[config.mk]
export PLATFORM = sky130hd
export DESIGN_NAME = cp0_except
export DESIGN_NICKNAME = d
export VERILOG_FILES = /design/src/rtl/cp0_except_pkg.sv /design/src/rtl/cp0_timer.sv /design/src/rtl/cp0_except.sv
export SDC_FILE = /design/constraint.sdc
export NUM_CORES = 1
export LEC_CHECK = 0
export BUFFER_PORTS_ARGS = -buffer_cell sky130_fd_sc_hd__buf_4
export CORE_ASPECT_RATIO = 2
export CORE_MARGIN = 3
export CORE_UTILIZATION = 51
export DETAILED_ROUTE_END_ITERATION = 10
export GPL_ROUTABILITY_DRIVEN = 0
export MAX_ROUTING_LAYER = met4
export PLACE_DENSITY = 0.82
export SETUP_SLACK_MARGIN = 0.3
export SLEW_MARGIN = 15
export SYNTH_ARGS = -nofsm -noshare
export SYNTH_HDL_FRONTEND = slang
export SYNTH_SLANG_ARGS = --single-unit
export TNS_END_PERCENT = 10
[constraint.sdc]
create_clock -name clk -period 3 [get_ports clk]
set_clock_uncertainty 0.05 [all_clocks]
set_input_delay 0.15 -clock clk [delete_from_list [all_inputs] [get_ports clk]]
set_output_delay 0.15 -clock clk [all_outputs]
set_load 0.02 [all_outputs]
[src/rtl/cp0_except_pkg.sv]
// Shared CP0 constants: register numbers, ExcCode / excepttype values, flag and Status/Cause bit positions.
package cp0_except_pkg;

  localparam logic [4:0] REG_BADVADDR = 5'd8;
  localparam logic [4:0] REG_COUNT    = 5'd9;
  localparam logic [4:0] REG_COMPARE  = 5'd11;
  localparam logic [4:0] REG_STATUS   = 5'd12;
  localparam logic [4:0] REG_CAUSE    = 5'd13;
  localparam logic [4:0] REG_EPC      = 5'd14;

  // excepttype_o codes; the low five bits double as Cause.ExcCode except for int
  localparam logic [31:0] ET_NONE = 32'h0;
  localparam logic [31:0] ET_INT  = 32'h1;
  localparam logic [31:0] ET_ADEL = 32'h4;
  localparam logic [31:0] ET_ADES = 32'h5;
  localparam logic [31:0] ET_SYS  = 32'h8;
  localparam logic [31:0] ET_BP   = 32'h9;
  localparam logic [31:0] ET_RI   = 32'ha;
  localparam logic [31:0] ET_OV   = 32'hc;
  localparam logic [31:0] ET_TR   = 32'hd;
  localparam logic [31:0] ET_ERET = 32'he;

  localparam logic [4:0] EXC_INT = 5'h0;

  // ex_flags_i bit positions
  localparam int F_ADEL_IF = 0;
  localparam int F_RI      = 1;
  localparam int F_OV      = 2;
  localparam int F_TR      = 3;
  localparam int F_SYS     = 4;
  localparam int F_BP      = 5;
  localparam int F_ADEL_D  = 6;
  localparam int F_ADES    = 7;
  localparam int F_ERET    = 8;

  localparam int ST_IE  = 0;
  localparam int ST_EXL = 1;
  localparam int ST_BEV = 22;
  localparam int CA_TI  = 30;
  localparam int CA_BD  = 31;

endpackage

[src/rtl/cp0_timer.sv]
// Count/Compare pair with a phase divider; the TI latch exists only when CP0_TIMER_INT_EN is defined.
module cp0_timer
  import cp0_except_pkg::*;
#(
  parameter int COUNT_DIV = 2
) (
  input  logic        clk,
  input  logic        rst,
  input  logic        we,
  input  logic [4:0]  waddr,
  input  logic [31:0] wdata,
  output logic [31:0] count,
  output logic [31:0] compare,
  output logic        ti
);

  logic phase;
  logic inc;
  logic count_wr;
  logic compare_wr;

  assign count_wr   = we && (waddr == REG_COUNT);
  assign compare_wr = we && (waddr == REG_COMPARE);
  assign inc        = (COUNT_DIV == 1) ? 1'b1 : phase;

  always_ff @(posedge clk) begin
    if (rst) begin
      count   <= '0;
      compare <= '0;
      phase   <= 1'b0;
    end else begin
      if (count_wr) begin
        count <= wdata;
        phase <= 1'b0;
      end else begin
        phase <= (COUNT_DIV == 1) ? 1'b0 : ~phase;
        if (inc) count <= count + 32'd1;
      end
      if (compare_wr) compare <= wdata;
    end
  end

`ifdef CP0_TIMER_INT_EN
  logic match;
  // A match is the increment that lands Count on Compare, so a static equality never re-fires.
  assign match = inc && !count_wr && ((count + 32'd1) == compare);

  always_ff @(posedge clk) begin
    if (rst)             ti <= 1'b0;
    else if (compare_wr) ti <= 1'b0;
    else if (match)      ti <= 1'b1;
  end
`else
  assign ti = 1'b0;
`endif

endmodule

[src/rtl/cp0_except.sv]
// MEM-stage exception prioritisation plus the CP0 register file (BadVAddr, Count, Compare, Status, Cause, EPC).
// Optional timer interrupt into IP7 is enabled by defining CP0_TIMER_INT_EN.
module cp0_except
  import cp0_except_pkg::*;
#(
  parameter logic RESET_VECTOR_BEV = 1'b1,
  parameter int   COUNT_DIV        = 2
) (
  input  logic        clk,
  input  logic        rst,
  input  logic [5:0]  int_i,
  input  logic        we_i,
  input  logic [4:0]  waddr_i,
  input  logic [31:0] wdata_i,
  input  logic [4:0]  raddr_i,
  output logic [31:0] rdata_o,
  input  logic        mem_valid_i,
  input  logic        stall_i,
  input  logic [31:0] mem_pc_i,
  input  logic        mem_dslot_i,
  input  logic [31:0] mem_badaddr_i,
  input  logic [8:0]  ex_flags_i,
  output logic [31:0] excepttype_o,
  output logic [31:0] epc_o,
  output logic        timer_int_o
);

  logic [7:0]  im;
  logic        exl, ie;
  logic        bd;
  logic [5:0]  ip_hw;
  logic [1:0]  ip_sw;
  logic [4:0]  exccode;
  logic [31:0] epc, badvaddr;
  logic [31:0] count, compare;
  logic        ti;
  logic [7:0]  ip;
  logic        int_pend;
  logic        commit;
  logic [31:0] status_rd, cause_rd;

  cp0_timer #(.COUNT_DIV(COUNT_DIV)) u_timer (
    .clk     (clk),
    .rst     (rst),
    .we      (we_i),
    .waddr   (waddr_i),
    .wdata   (wdata_i),
    .count   (count),
    .compare (compare),
    .ti      (ti)
  );

  assign ip          = {ip_hw[5] | ti, ip_hw[4:0], ip_sw};
  assign int_pend    = ie && !exl && |(ip & im);
  assign timer_int_o = ti;

  // Reset also masks the decode so nothing can commit while reset is held.
  always_comb begin
    excepttype_o = ET_NONE;
    if (mem_valid_i && !rst) begin
      if      (int_pend)                 excepttype_o = ET_INT;
      else if (ex_flags_i[F_ADEL_IF])    excepttype_o = ET_ADEL;
      else if (ex_flags_i[F_RI])         excepttype_o = ET_RI;
      else if (ex_flags_i[F_OV])         excepttype_o = ET_OV;
      else if (ex_flags_i[F_TR])         excepttype_o = ET_TR;
      else if (ex_flags_i[F_SYS])        excepttype_o = ET_SYS;
      else if (ex_flags_i[F_BP])         excepttype_o = ET_BP;
      else if (ex_flags_i[F_ADEL_D])     excepttype_o = ET_ADEL;
      else if (ex_flags_i[F_ADES])       excepttype_o = ET_ADES;
      else if (ex_flags_i[F_ERET])       excepttype_o = ET_ERET;
    end
  end

  assign commit = (excepttype_o != ET_NONE) && !stall_i;
  assign epc_o  = (we_i && waddr_i == REG_EPC) ? wdata_i : epc;

  always_ff @(posedge clk) begin
    if (rst) begin
      im       <= '0;
      exl      <= 1'b0;
      ie       <= 1'b0;
      bd       <= 1'b0;
      ip_hw    <= '0;
      ip_sw    <= '0;
      exccode  <= '0;
      epc      <= '0;
      badvaddr <= '0;
    end else begin
      ip_hw <= int_i;
      if (we_i) begin
        case (waddr_i)
          REG_STATUS: begin
            im  <= wdata_i[15:8];
            exl <= wdata_i[ST_EXL];
            ie  <= wdata_i[ST_IE];
          end
          REG_CAUSE: ip_sw <= wdata_i[9:8];
          REG_EPC:   epc   <= wdata_i;
          default: ;
        endcase
      end
      // Later assignments win, so the exception update overrides a same-edge mtc0.
      if (commit) begin
        if (excepttype_o == ET_ERET) begin
          exl <= 1'b0;
        end else begin
          exccode <= (excepttype_o == ET_INT) ? EXC_INT : excepttype_o[4:0];
          exl     <= 1'b1;
          if (!exl) begin
            epc <= mem_dslot_i ? mem_pc_i - 32'd4 : mem_pc_i;
            bd  <= mem_dslot_i;
          end
          if (excepttype_o == ET_ADEL && ex_flags_i[F_ADEL_IF])
            badvaddr <= mem_pc_i;
          else if (excepttype_o == ET_ADEL || excepttype_o == ET_ADES)
            badvaddr <= mem_badaddr_i;
        end
      end
    end
  end

  always_comb begin
    status_rd          = '0;
    status_rd[ST_BEV]  = RESET_VECTOR_BEV;
    status_rd[15:8]    = im;
    status_rd[ST_EXL]  = exl;
    status_rd[ST_IE]   = ie;
    cause_rd           = '0;
    cause_rd[CA_BD]    = bd;
    cause_rd[CA_TI]    = ti;
    cause_rd[15:8]     = ip;
    cause_rd[6:2]      = exccode;
  end

  always_comb begin
    case (raddr_i)
      REG_BADVADDR: rdata_o = badvaddr;
      REG_COUNT:    rdata_o = count;
      REG_COMPARE:  rdata_o = compare;
      REG_STATUS:   rdata_o = status_rd;
      REG_CAUSE:    rdata_o = cause_rd;
      REG_EPC:      rdata_o = epc;
      default:      rdata_o = '0;
    endcase
  end

endmodule

# Yosys cells after proc, flatten, opt, wreduce, memory -nomap -nowiden
# Index checks and enable logic that the tools add are counted.
dict set report word_totals {
  reg_bits 153
  output_inout_bits 97
}
dict set report op_classes {
  add_sub_neg 2
  eq_ne 15
  mux 28
  n_bitwise 4
  reduce_logical 25
}
# operator count
set ops {}
lappend ops {{$mux W32} 11}
lappend ops {{$pmux W32 S6} 1}
lappend ops {{$eq A32 B3 Y1 const B} 2}
lappend ops {{$eq A5 B4 Y1 const B} 11}
lappend ops {{$mux W4} 11}
lappend ops {{$add A32 B1 Y32 const B} 1}
lappend ops {{$eq A32 B1 Y1 const B} 1}
lappend ops {{$eq A32 B4 Y1 const B} 1}
lappend ops {{$reduce_bool A32 Y1} 1}
lappend ops {{$sub A32 B3 Y32 const B} 1}
lappend ops {{$and A8 B8 Y8} 1}
lappend ops {{$logic_and A1 B1 Y1} 8}
lappend ops {{$reduce_and A2 Y1} 4}
lappend ops {{$reduce_bool A2 Y1} 4}
lappend ops {{$reduce_or A8 Y1} 1}
lappend ops {{$reduce_and A3 Y1} 2}
lappend ops {{$mux W5} 1}
lappend ops {{$mux W1} 4}
lappend ops {{$logic_not A1 Y1} 3}
lappend ops {{$not A1 Y1} 3}
lappend ops {{$reduce_or A2 Y1} 1}
lappend ops {{$logic_or A1 B1 Y1} 1}

# Depth between registers and ports, before layout
# Gate-level depths: netlist (run 1).
dict set report logic_depth {
  ltp_word 15
  depth_mapped 8
}

# Modules after synthesis
# Synthesis (run 1) repeated with hierarchy kept, for this count alone.
dict set report hier_totals {
  hier_cells 1054
  area_unflattened_um2 8534.4
}
# mod n_inst cells_each area_each_um2 seq_area_each_um2
set by_module_without_submodules {}
lappend by_module_without_submodules {cp0_except 1 691 5561.6 1741.7}
lappend by_module_without_submodules {cp0_timer 1 363 2972.9 1301.2}

# Worst setup path after synthesis (run 1)
# Ideal clock, no wire load.
dict set report synth_path {
  path_kind {in2reg}
  from {input port mem_pc_i[13]}
  to {register epc[24]}
  setup_time_ns 0.143
  arrival_ns 1.866
  t_required_ns 2.807
  slack_ns 0.941
  path_stages 6
  n_path_buf 1
  path_cell_list {or4_4 -> or4_4 -> buf_6 -> nor4_4 -> xnor2_1 -> a211oi_2}
}
dict set report synth_between {
  elab_chain_len 5
}
# element line_no
set synth_lines {}
lappend synth_lines {{start, declared} cp0_except.sv:19} ;# input logic [31:0] mem_pc_i,
lappend synth_lines {{$sub A32 B3 Y32} cp0_except.sv:110} ;# epc <= mem_dslot_i ? mem_pc_i - 32'd4 : mem_pc_i;
lappend synth_lines {{$mux W32} cp0_except.sv:110}
lappend synth_lines {{$mux W32} cp0_except.sv:109} ;# if (!exl) begin
lappend synth_lines {{$mux W32} cp0_except.sv:104} ;# if (excepttype_o == ET_ERET) begin
lappend synth_lines {{$mux W32} cp0_except.sv:103} ;# if (commit) begin
lappend synth_lines {{end signal, assigned} cp0_except.sv:98} ;# REG_EPC: epc <= wdata_i;
lappend synth_lines {{end signal, assigned} cp0_except.sv:110}
lappend synth_lines {{end, declared} cp0_except.sv:34} ;# logic [31:0] epc, badvaddr;
# No other way between the ends.
# A chain may end at the register's enable or synchronous reset.

# Final worst setup path (run 1)
dict set report layout_path {
  from {register im[5]}
  to {output port excepttype_o[3]}
}
dict set report layout_between {
  elab_chain_len 5
}
# element line_no
set layout_lines {}
lappend layout_lines {{start, declared} cp0_except.sv:28} ;# logic [7:0] im;
lappend layout_lines {{start signal, assigned} cp0_except.sv:93} ;# im <= wdata_i[15:8];
lappend layout_lines {{$and A8 B8 Y8} cp0_except.sv:54} ;# assign int_pend = ie && !exl && |(ip & im);
lappend layout_lines {{$reduce_or A8 Y1} cp0_except.sv:54}
lappend layout_lines {{$logic_and A1 B1 Y1} cp0_except.sv:54}
lappend layout_lines {{$mux W4} cp0_except.sv:61} ;# if (int_pend) excepttype_o = ET_INT;
lappend layout_lines {{$mux W4} cp0_except.sv:60} ;# if (mem_valid_i && !rst) begin
lappend layout_lines {{end, declared} cp0_except.sv:23} ;# output logic [31:0] excepttype_o,
# No other way between the ends.

==> impl_metrics.py, run 1 <==
metrics = {
    "timing": {
        "hold_viol": 0,
        "fin_hold_ws_ps": 8.47,
        "maxSlewHeadroom_pct": 22.9,
        "setup_viol": 0,
        "min_period_ps": 2590,
        "fmax_mhz": 386,
        "tightest_slew_ps": 1160,
        "finalMaxSlewViolations": 0,
        "tns_ps": 0,
        "setup_ws_ps": 411,
        "period_share_pct": 86.3,
        "rsz0062_at_grt": "no",
    },
    "worst_setup_path": {
        "slowest_delay_ps": 440,
        "reg2reg_depth": 5,
        "crit_chain": "a22oi_1 > a41oi_2 > or2_2 > nor3_1 > buf_4",
        "path_delay_family": "compound AO/OA/AOI/OAI gates",
        "path_buf_inv": 1,
        "crit_path_max_fanout": 8,
        "crit_type": "reg2out",
        "cpMaxStageDelayCell": "or2_2",
        "crit_path_end_kind": "output pin",
        "r2r-end": "u_timer.count[28]$_SDFFE_PP0P_",
        "arrival_ps": 2390,
        "critical_path_cell_count": 5,
        "reg2reg_slack_ps": 660,
        "cp_data_required_time_ps": 2800,
        "worstReg2RegStart": "u_timer.count[8]$_SDFFE_PP0P_",
        "cp-start-kind": "register",
    },
    "clocking": {
        "clock_path_buffers": 2,
        "cts_buffers": 17,
        "cts_max_level": 4,
        "clockRootBuffer": "clkbuf_16",
        "insertion_delay_ps": 420,
        "cts_tree": "built",
        "clk_pin_slew_worst_paths_ps": 70,
        "cts_sinks": 152,
    },
    "cells_and_area": {
        "layout_commonest_cell": "buf_4",
        "areaGrowthSynthToFinish_pct": 32.3,
        "drive_gt1_share_pct": 25.6,
        "fin_util_pct": 69.5,
        "fin_cells": 1415,
        "mostFrequentLayoutCells": "211 x buf_4, 152 x dfxtp_1, 118 x nand2_1, 118 x nor2_1, 84 x a211oi_1",
        "nets": 1329,
    },
    "global_route": {
        "grtUsageTotal_pct": 31.9,
        "first_global_vias": 8575,
        "grt-ovfl-total": 0,
        "grt_pass1_wl_mm": 43.6,
        "antenna_found_initial": 1,
        "grt_max_degree": 85,
    },
    "yosys": {
        "synth_cell_type_count": 48,
        "synth-main-ff-cell": "dfxtp_1",
        "syn_area_per_cell_um2": 8.37,
        "synth.yosys.seq_area_share_pct": 36.5,
        "netlist_area_um2": 8330,
        "async_reset_ff_share_pct": 0,
        "synth_enable_flop_cells": 0,
        "synth_seq_cells": 152,
        "synth_warnings": 0,
        "syn_inst": 995,
    },
    "floorplan": {
        "std_cell_rows": 65,
        "pin_count": 224,
        "start_util_pct": 52.5,
        "dieArea_um2": 18000,
        "core_um2": 15900,
        "fp.dieH_um": 187,
        "die_w_um": 96.3,
    },
    "worst_hold_path": {
        "worstHoldStart": "mem_pc_i[26]",
        "hold_depth": 3,
        "whs_endpoint": "epc[26]$_SDFF_PP0_",
        "hold_class": "in2reg",
    },
    "detailed_routing": {
        "via_count": 8541,
        "drt-initial-drc-count": 532,
        "wl_per_cell_um": 19.7,
        "first_pass_iters": 6,
        "detail-route-antenna-nets": 0,
        "viasPerCell": 6.04,
        "drc": 0,
        "wirelength_mm": 27.8,
    },
    "run": {
        "max_cap_viol_count": 0,
    },
    "status": {
        "status": "finished clean",
    },
    "power": {
        "static-leakage-power_nw": 4.33,
        "p_per_area_nw_per_um2": 477,
        "ir_drop_uv": 386,
    },
    "placement": {
        "pre_cts_slack_ps": 612,
        "dp_hpwl_mm": 18.8,
        "dp_cells": 1334,
        "io_buffers": 194,
    },
}
-- flip-flops by register name, indices dropped and copies added, names as in the netlist --
register         flops
exccode              4
exl                  1
epc                 32
u_timer.inc          1
u_timer.compare     32
badvaddr            32
ip_sw                2
im                   8
u_timer.count       32
bd                   1
ie                   1
ip_hw                6
-- stage by stage --
| step | power (mW) | cell area, um^2 |
|---|---|---|
| 2_1_floorplan | 2.51 | 8430 |
| 5_1_grt | 5.41 | 11000 |
| 3_3_place_gp | 2.78 | 9850 |
| 3_5_place_dp | 2.79 | 9850 |
| 6_report | 5.26 | 11000 |
| 4_1_cts | 5.26 | 11000 |
-- kinds of logic (layout without fill, tap and decap cells) --
logic type | after synthesis | in the layout | share of synthesized area (%)
flops | 152 | 152 | 36.5
mux | 77 | 77 | 9.74
other cells | 1 | 30 | 0.0450
compound gates | 224 | 224 | 19.5
xor+xnor | 59 | 59 | 6.21
fa+ha+maj | 2 | 2 | 0.301
buf+inv | 112 | 302 | 6.45
simple gates | 368 | 368 | 21.2
-- what timing repair did --
action	4_1_cts	5_1_grt
hold buffers	48	0
buffers inserted	0	0
setup endpoints to repair	0	2
endpoints found under the hold margin	76	0
gates resized for setup	0	1
-- worst max-delay path by stage --
stage	from	to
2_1_floorplan	mem_pc_i[13]	epc[24]$_SDFF_PP0_
3_3_place_gp	mem_pc_i[13]	epc[29]$_SDFF_PP0_
3_5_place_dp	mem_pc_i[13]	epc[30]$_SDFF_PP0_
4_1_cts	im[5]$_SDFFE_PP0P_	excepttype_o[1]
5_1_grt	u_timer.count[8]$_SDFFE_PP0P_	u_timer.count[28]$_SDFFE_PP0P_
6_report	im[5]$_SDFFE_PP0P_	excepttype_o[3]
-- power by group --
group | internal, mW | switching, mW | leakage [nW] | total (mW)
Combinational | 0.318 | 0.372 | 2.76 | 0.690
Clock | 1.52 | 0.931 | 0.332 | 2.45
Sequential | 2.08 | 0.0420 | 1.23 | 2.12
-- cell type report --
class,count,area (um^2)
Sequential cell,152,3040
Antenna cell,1,2.50
Clock buffer,17,425
Inverter,9,33.8
Clock inverter,15,253
Multi-Input combinational cell,759,4900
Timing Repair Buffer,261,2100
Tap cell,201,251
Fill cell,1239,4840
-- synthesized netlist by cell type, types with 4 or more instances --
cell type	count	area, um^2
dfxtp_1	152	3040
nand2_1	118	443
nor2_1	118	443
a211oi_1	84	631
clkbuf_1	69	259
a22oi_1	67	503
mux2i_1	45	450
a21oi_1	43	215
xnor2_1	40	350
mux2_2	32	360
buf_4	29	218
nor3_1	23	115
nand3_1	22	110
nor4_1	21	131
xor2_1	19	166
inv_1	9	33.8
a211oi_2	8	100
a222oi_1	8	80.1
nand4_1	8	50.1
nor2b_1	7	43.8
or2_2	7	43.8
nand2b_1	6	37.5
or3_1	6	37.5
or4_1	5	37.5
and3_1	4	25.0
buf_1	4	15.0
nor3b_1	4	30.0
o21a_1	4	30.0
-- worst register-to-register path, stage by stage, from the launching register on --
cell and delay, ps:
dfxtp_1 430, nand4_1 270, or3_1 640, nor4_1 510
xnor2_1 130, a211oi_1 230
-- routing by layer --
metal | share of wire, % | up-vias | global-route usage (%) | wire (um)
met5 | 0 | - | - | 0
met4 | 5.8 | 0 | 19.4 | 1610
met3 | 7.3 | 131 | 5.61 | 2020
met2 | 52 | 459 | 54.2 | 14600
met1 | 35 | 3993 | 32.9 | 9640
li1 | - | 3958 | - | -
Note: power is estimated with default switching activity, not from simulation.
==> run 2: changes to the inputs <==
REMOVE_ABC_BUFFERS = 1   (was not set)
==> impl_metrics.py, run 2 (synthesis results as in run 1) <==
metrics = {
    "global_route": {
        "first_global_vias": 8609,
        "grt_use_met1_pct": 32.3,
        "grt-ovfl-total": 0,
        "grtUsageMet2_pct": 54.5,
        "grtUsageTotal_pct": 31.2,
        "grt-busiest-layer": "met2",
        "grt_max_degree": 76,
        "grt_pass1_wl_mm": 42.8,
        "use_met3_pct": 3.55,
        "antenna_found_initial": 1,
    },
    "timing": {
        "rsz0062_at_grt": "no",
        "maxSlewHeadroom_pct": 22.5,
        "period_share_pct": 81.4,
        "setup_ws_ps": 559,
        "tightest_slew_ps": 1160,
        "min_period_ps": 2440,
        "hold_viol": 0,
        "tns_ps": 0,
        "setup_viol": 0,
        "finalMaxSlewViolations": 0,
        "fin_hold_ws_ps": 18.3,
        "fmax_mhz": 410,
    },
    "power": {
        "seqPwrFrac_pct": 42.5,
        "power_mw": 4.99,
        "static-leakage-power_nw": 4.27,
        "p_clk_share_pct": 43.7,
        "switchingPower_mw": 1.26,
        "comb_power_share_pct": 13.8,
        "ir_drop_uv": 342,
        "swShare_pct": 25.3,
        "p_per_area_nw_per_um2": 458,
        "internal_power_mw": 3.73,
    },
    "clocking": {
        "cts_buffers": 17,
        "cts_resized": 0,
        "clock_path_buffers": 2,
        "cts_max_level": 4,
        "cts_sinks": 152,
        "post_cts_buffers": 0,
        "cts_tree": "built",
        "insertion_delay_ps": 420,
        "clk_pin_slew_worst_paths_ps": 70,
        "cts-hold-fix-buffers": 45,
        "clockRootBuffer": "clkbuf_16",
    },
    "floorplan": {
        "dieArea_um2": 18000,
        "core_um2": 15900,
        "die_w_um": 96.3,
        "start_util_pct": 52.5,
        "std_cell_rows": 65,
        "pin_count": 224,
        "fp.dieH_um": 187,
    },
    "cells_and_area": {
        "layout_commonest_cell": "buf_4",
        "fin_area_um2": 10900,
        "multi_input_area_um2": 4900,
        "fin_util_pct": 68.7,
        "nets": 1327,
        "fin_cells": 1413,
        "areaGrowthSynthToFinish_pct": 30.8,
        "seqCellArea_um2": 3040,
        "mostFrequentLayoutCells": "213 x buf_4, 152 x dfxtp_1, 118 x nand2_1, 118 x nor2_1, 84 x a211oi_1",
        "n_fill_cell": 1266,
        "drive_gt1_share_pct": 25.4,
    },
    "detailed_routing": {
        "drc": 0,
        "first_pass_iters": 5,
        "wirelength_mm": 27.7,
        "viasPerCell": 6.09,
        "via_count": 8605,
        "drt-initial-drc-count": 570,
        "detail-route-antenna-nets": 0,
        "wl_per_cell_um": 19.6,
    },
    "run": {
        "max_cap_viol_count": 0,
    },
    "worst_setup_path": {
        "cp-start-kind": "register",
        "arrival_ps": 2240,
        "crit_type": "reg2out",
        "critPathLaunch": "ip_hw[5]$_SDFF_PP0_",
        "worstReg2RegStart": "u_timer.count[9]$_SDFFE_PP0P_",
        "crit_path_max_fanout": 8,
        "cp_data_required_time_ps": 2800,
        "crit_path_end_kind": "output pin",
    },
    "placement": {
        "io_buffers": 194,
        "dp_hpwl_mm": 19.0,
        "dp_cells": 1335,
        "dpl-instance-area_um2": 9840,
        "pre_cts_slack_ps": 583,
    },
    "worst_hold_path": {
        "worstHoldStart": "mem_pc_i[22]",
        "hold_class": "in2reg",
    },
    "status": {
        "status": "finished clean",
    },
}
## run 2: cell types whose count changed in the layout (fill, tap and decap cells not counted), moves of 3 or more
cell           change
inv_6              -4
clkinv_2           +3
inv_8              -3
dlygate4sd3_1      -3
clkbuf_1           +3
## run 2: power by group through the flow
| stage | registers [mW] | clock network (mW) | logic [mW] |
|---|---|---|---|
| after floorplan | 2.15 | 0 | 0.291 |
| after global placement | 2.16 | 0 | 0.621 |
| after detailed placement | 2.16 | 0 | 0.630 |
| after CTS | 2.12 | 2.20 | 0.681 |
| after global routing | 2.12 | 2.28 | 0.737 |
| final | 2.12 | 2.18 | 0.688 |
## run 2: worst max-delay path, cell delays in order, from the launching register on
cell and delay [ps]:
dfxtp_1 330, a22oi_1 350, a41oi_1 170, buf_4 200, or4_1 550, inv_1 80, buf_4 130
## run 2: metal layers
layer  vias up  share of wire, %
met5         -                 0
met4         0               5.6
met3       122               6.3
met1      4069                34
li1       3960                 -
met2       454                54
## run 2: worst paths after layout
kind | to | slack, ps | cells after the start
min | epc[22]$_SDFF_PP0_ | 20 | 3
min reg2reg | u_timer.compare[11]$_SDFFE_PP0P_ | 410 | 2
max reg2reg | u_timer.count[31]$_SDFFE_PP0P_ | 600 | 5
max | excepttype_o[1] | 560 | 6
## run 2: area by class of cell
| cell class | count | area share, % |
|---|---|---|
| diodes | 1 | 0.0230 |
| clock buffers | 21 | 4.14 |
| clock inverters | 11 | 1.34 |
| inverters | 9 | 0.310 |
| multi-input cells | 759 | 44.9 |
| flip-flops and latches | 152 | 27.9 |
| well taps | 201 | 2.31 |
| repair buffers | 259 | 19.0 |
==> run 3: changes to the inputs <==
clock period = 2.4 ns   (was 3 ns; I/O delays follow)
==> impl_metrics.py, run 3 (synthesis results as in run 1) <==
metrics = {
    "status": {
        "status": "finished clean",
    },
    "timing": {
        "maxSlewHeadroom_pct": 45.7,
        "min_period_ps": 2210,
        "fmax_mhz": 453,
        "tightest_slew_ps": 815,
        "hold_viol": 0,
        "rsz0062_at_grt": "yes",
        "period_share_pct": 92.0,
        "finalMaxSlewViolations": 0,
        "setup_viol": 0,
    },
    "run": {
        "max_cap_viol_count": 0,
    },
    "cells_and_area": {
        "fin_area_um2": 11400,
        "areaGrowthSynthToFinish_pct": 37.0,
        "fin_util_pct": 71.9,
        "n_antenna_cell": 0,
        "nets": 1364,
        "mostFrequentLayoutCells": "223 x buf_4, 151 x dfxtp_1, 118 x nand2_1, 118 x nor2_1, 82 x a211oi_1",
        "drive_gt1_share_pct": 27.7,
        "layout_commonest_cell": "buf_4",
    },
    "worst_setup_path": {
        "crit_path_end_kind": "output pin",
        "r2r-end": "badvaddr[15]$_SDFFE_PP0P_",
        "cp_data_required_time_ps": 2230,
        "reg2reg_slack_ps": 210,
        "reg2reg_depth": 9,
        "crit_type": "reg2out",
        "crit_path_max_fanout": 4,
        "arrival_ps": 2040,
        "worstReg2RegStart": "ip_hw[5]$_SDFF_PP0_",
        "cp-start-kind": "register",
    },
    "worst_hold_path": {
        "whs_endpoint": "badvaddr[30]$_SDFFE_PP0P_",
        "hold_class": "in2reg",
        "worstHoldStart": "mem_badaddr_i[30]",
        "hold_depth": 3,
    },
    "global_route": {
        "antenna_found_initial": 0,
        "grt-ovfl-total": 0,
        "first_global_vias": 9001,
        "grtUsageTotal_pct": 32.0,
        "grt_pass1_wl_mm": 44.0,
        "grt_max_degree": 153,
    },
    "clocking": {
        "insertion_delay_ps": 420,
        "cts_tree": "built",
        "cts_max_level": 4,
        "cts_sinks": 152,
        "clock_path_buffers": 2,
        "clockRootBuffer": "clkbuf_16",
        "cts_buffers": 17,
        "clk_pin_slew_worst_paths_ps": 70,
    },
    "floorplan": {
        "pin_count": 224,
        "fp.dieH_um": 187,
        "die_w_um": 96.3,
        "dieArea_um2": 18000,
        "std_cell_rows": 65,
        "core_um2": 15900,
        "start_util_pct": 52.5,
    },
    "detailed_routing": {
        "first_pass_iters": 7,
        "wl_per_cell_um": 20.4,
        "viasPerCell": 6.12,
        "wirelength_mm": 29.6,
        "via_count": 8869,
        "detail-route-antenna-nets": 0,
        "drc": 0,
        "drt-initial-drc-count": 699,
    },
    "power": {
        "p_per_area_nw_per_um2": 554,
        "static-leakage-power_nw": 4.49,
        "ir_drop_uv": 382,
    },
    "placement": {
        "io_buffers": 194,
        "dpl-instance-area_um2": 9980,
        "dp_hpwl_mm": 18.6,
    },
}
[run 3: changes by cell type in the layout (fill, tap and decap cells not counted), sizes merged]
cell | previous run | this run
bufinv | 3 | 2
clkbuf | 21 | 26
diode | 1 | 0
dlygate4sd3 | 45 | 60
clkinv | 5 | 4
buf | 214 | 233
[run 3: how the worst max path moves through the flow]
stage,from,end,slack (ps),cells after the start
final,ip_hw[5]$_SDFF_PP0_,excepttype_o[1],190,6
after global routing,ip_hw[5]$_SDFF_PP0_,badvaddr[12]$_SDFFE_PP0P_,170,9
after CTS,im[7]$_SDFFE_PP0P_,excepttype_o[1],220,6
after detailed placement,mem_pc_i[12],epc[30]$_SDFF_PP0_,20,6
after global placement,mem_pc_i[12],epc[30]$_SDFF_PP0_,90,6
after floorplan,im[0]$_SDFFE_PP0P_,badvaddr[0]$_SDFFE_PP0P_,-1510,4
[run 3: through the flow]
step / setup WS [ps] / TNS [ps] / hold WS (ps) / total power, mW / std cells
after detailed placement: 24.1 / 0 / 289 / 3.50 / 1348
after global routing: 166 / 0 / 19.0 / 6.49 / 1449
after CTS: 216 / 0 / 2.44 / 6.29 / 1442
after global placement: 88.5 / 0 / 286 / 3.49 / 1348
after floorplan: -1510 / -140840 / 135 / 3.05 / 920
final: 192 / 0 / 0.308 / 6.32 / 1449
[run 3: repair_timing]
action	4_1_cts	5_1_grt
pin swaps	3	2
cloned	0	5
endpoints found under the setup margin	9	48
gates resized for setup	8	16
endpoints found under the hold margin	99	0
setup buffers	2	2
hold buffers	60	0
[run 3: final cells by class]
class | instances | area (um^2)
multi-input combinational | 759 | 4970
fill | 1155 | 4450
sequential | 152 | 3040
timing repair buffer | 296 | 2500
clock buffer | 23 | 488
tap | 201 | 251
clock inverter | 9 | 115
inverter | 9 | 33.8
[run 3: worst max-delay path, cell delays in order, from the launching register on]
cell and delay [ps]:
dfxtp_2 330, a22oi_2 290, a41oi_2 150, buf_4 170
or4_4 460, inv_2 80, buf_4 140
[run 3: layer usage]
layer	GRT usage [%]	share of wire (%)	vias to the layer above
met4	18.6	6.2	0
li1	-	-	4018
met1	32.5	34	4225
met3	3.39	6.6	136
met5	-	0	-
met2	57.1	54	490
[run 3: power by group]
group	internal [mW]	leakage (nW)	total (mW)	switching [mW]
Combinational	0.430	2.96	0.920	0.491
Clock	1.65	0.290	2.75	1.10
Sequential	2.60	1.23	2.65	0.0502
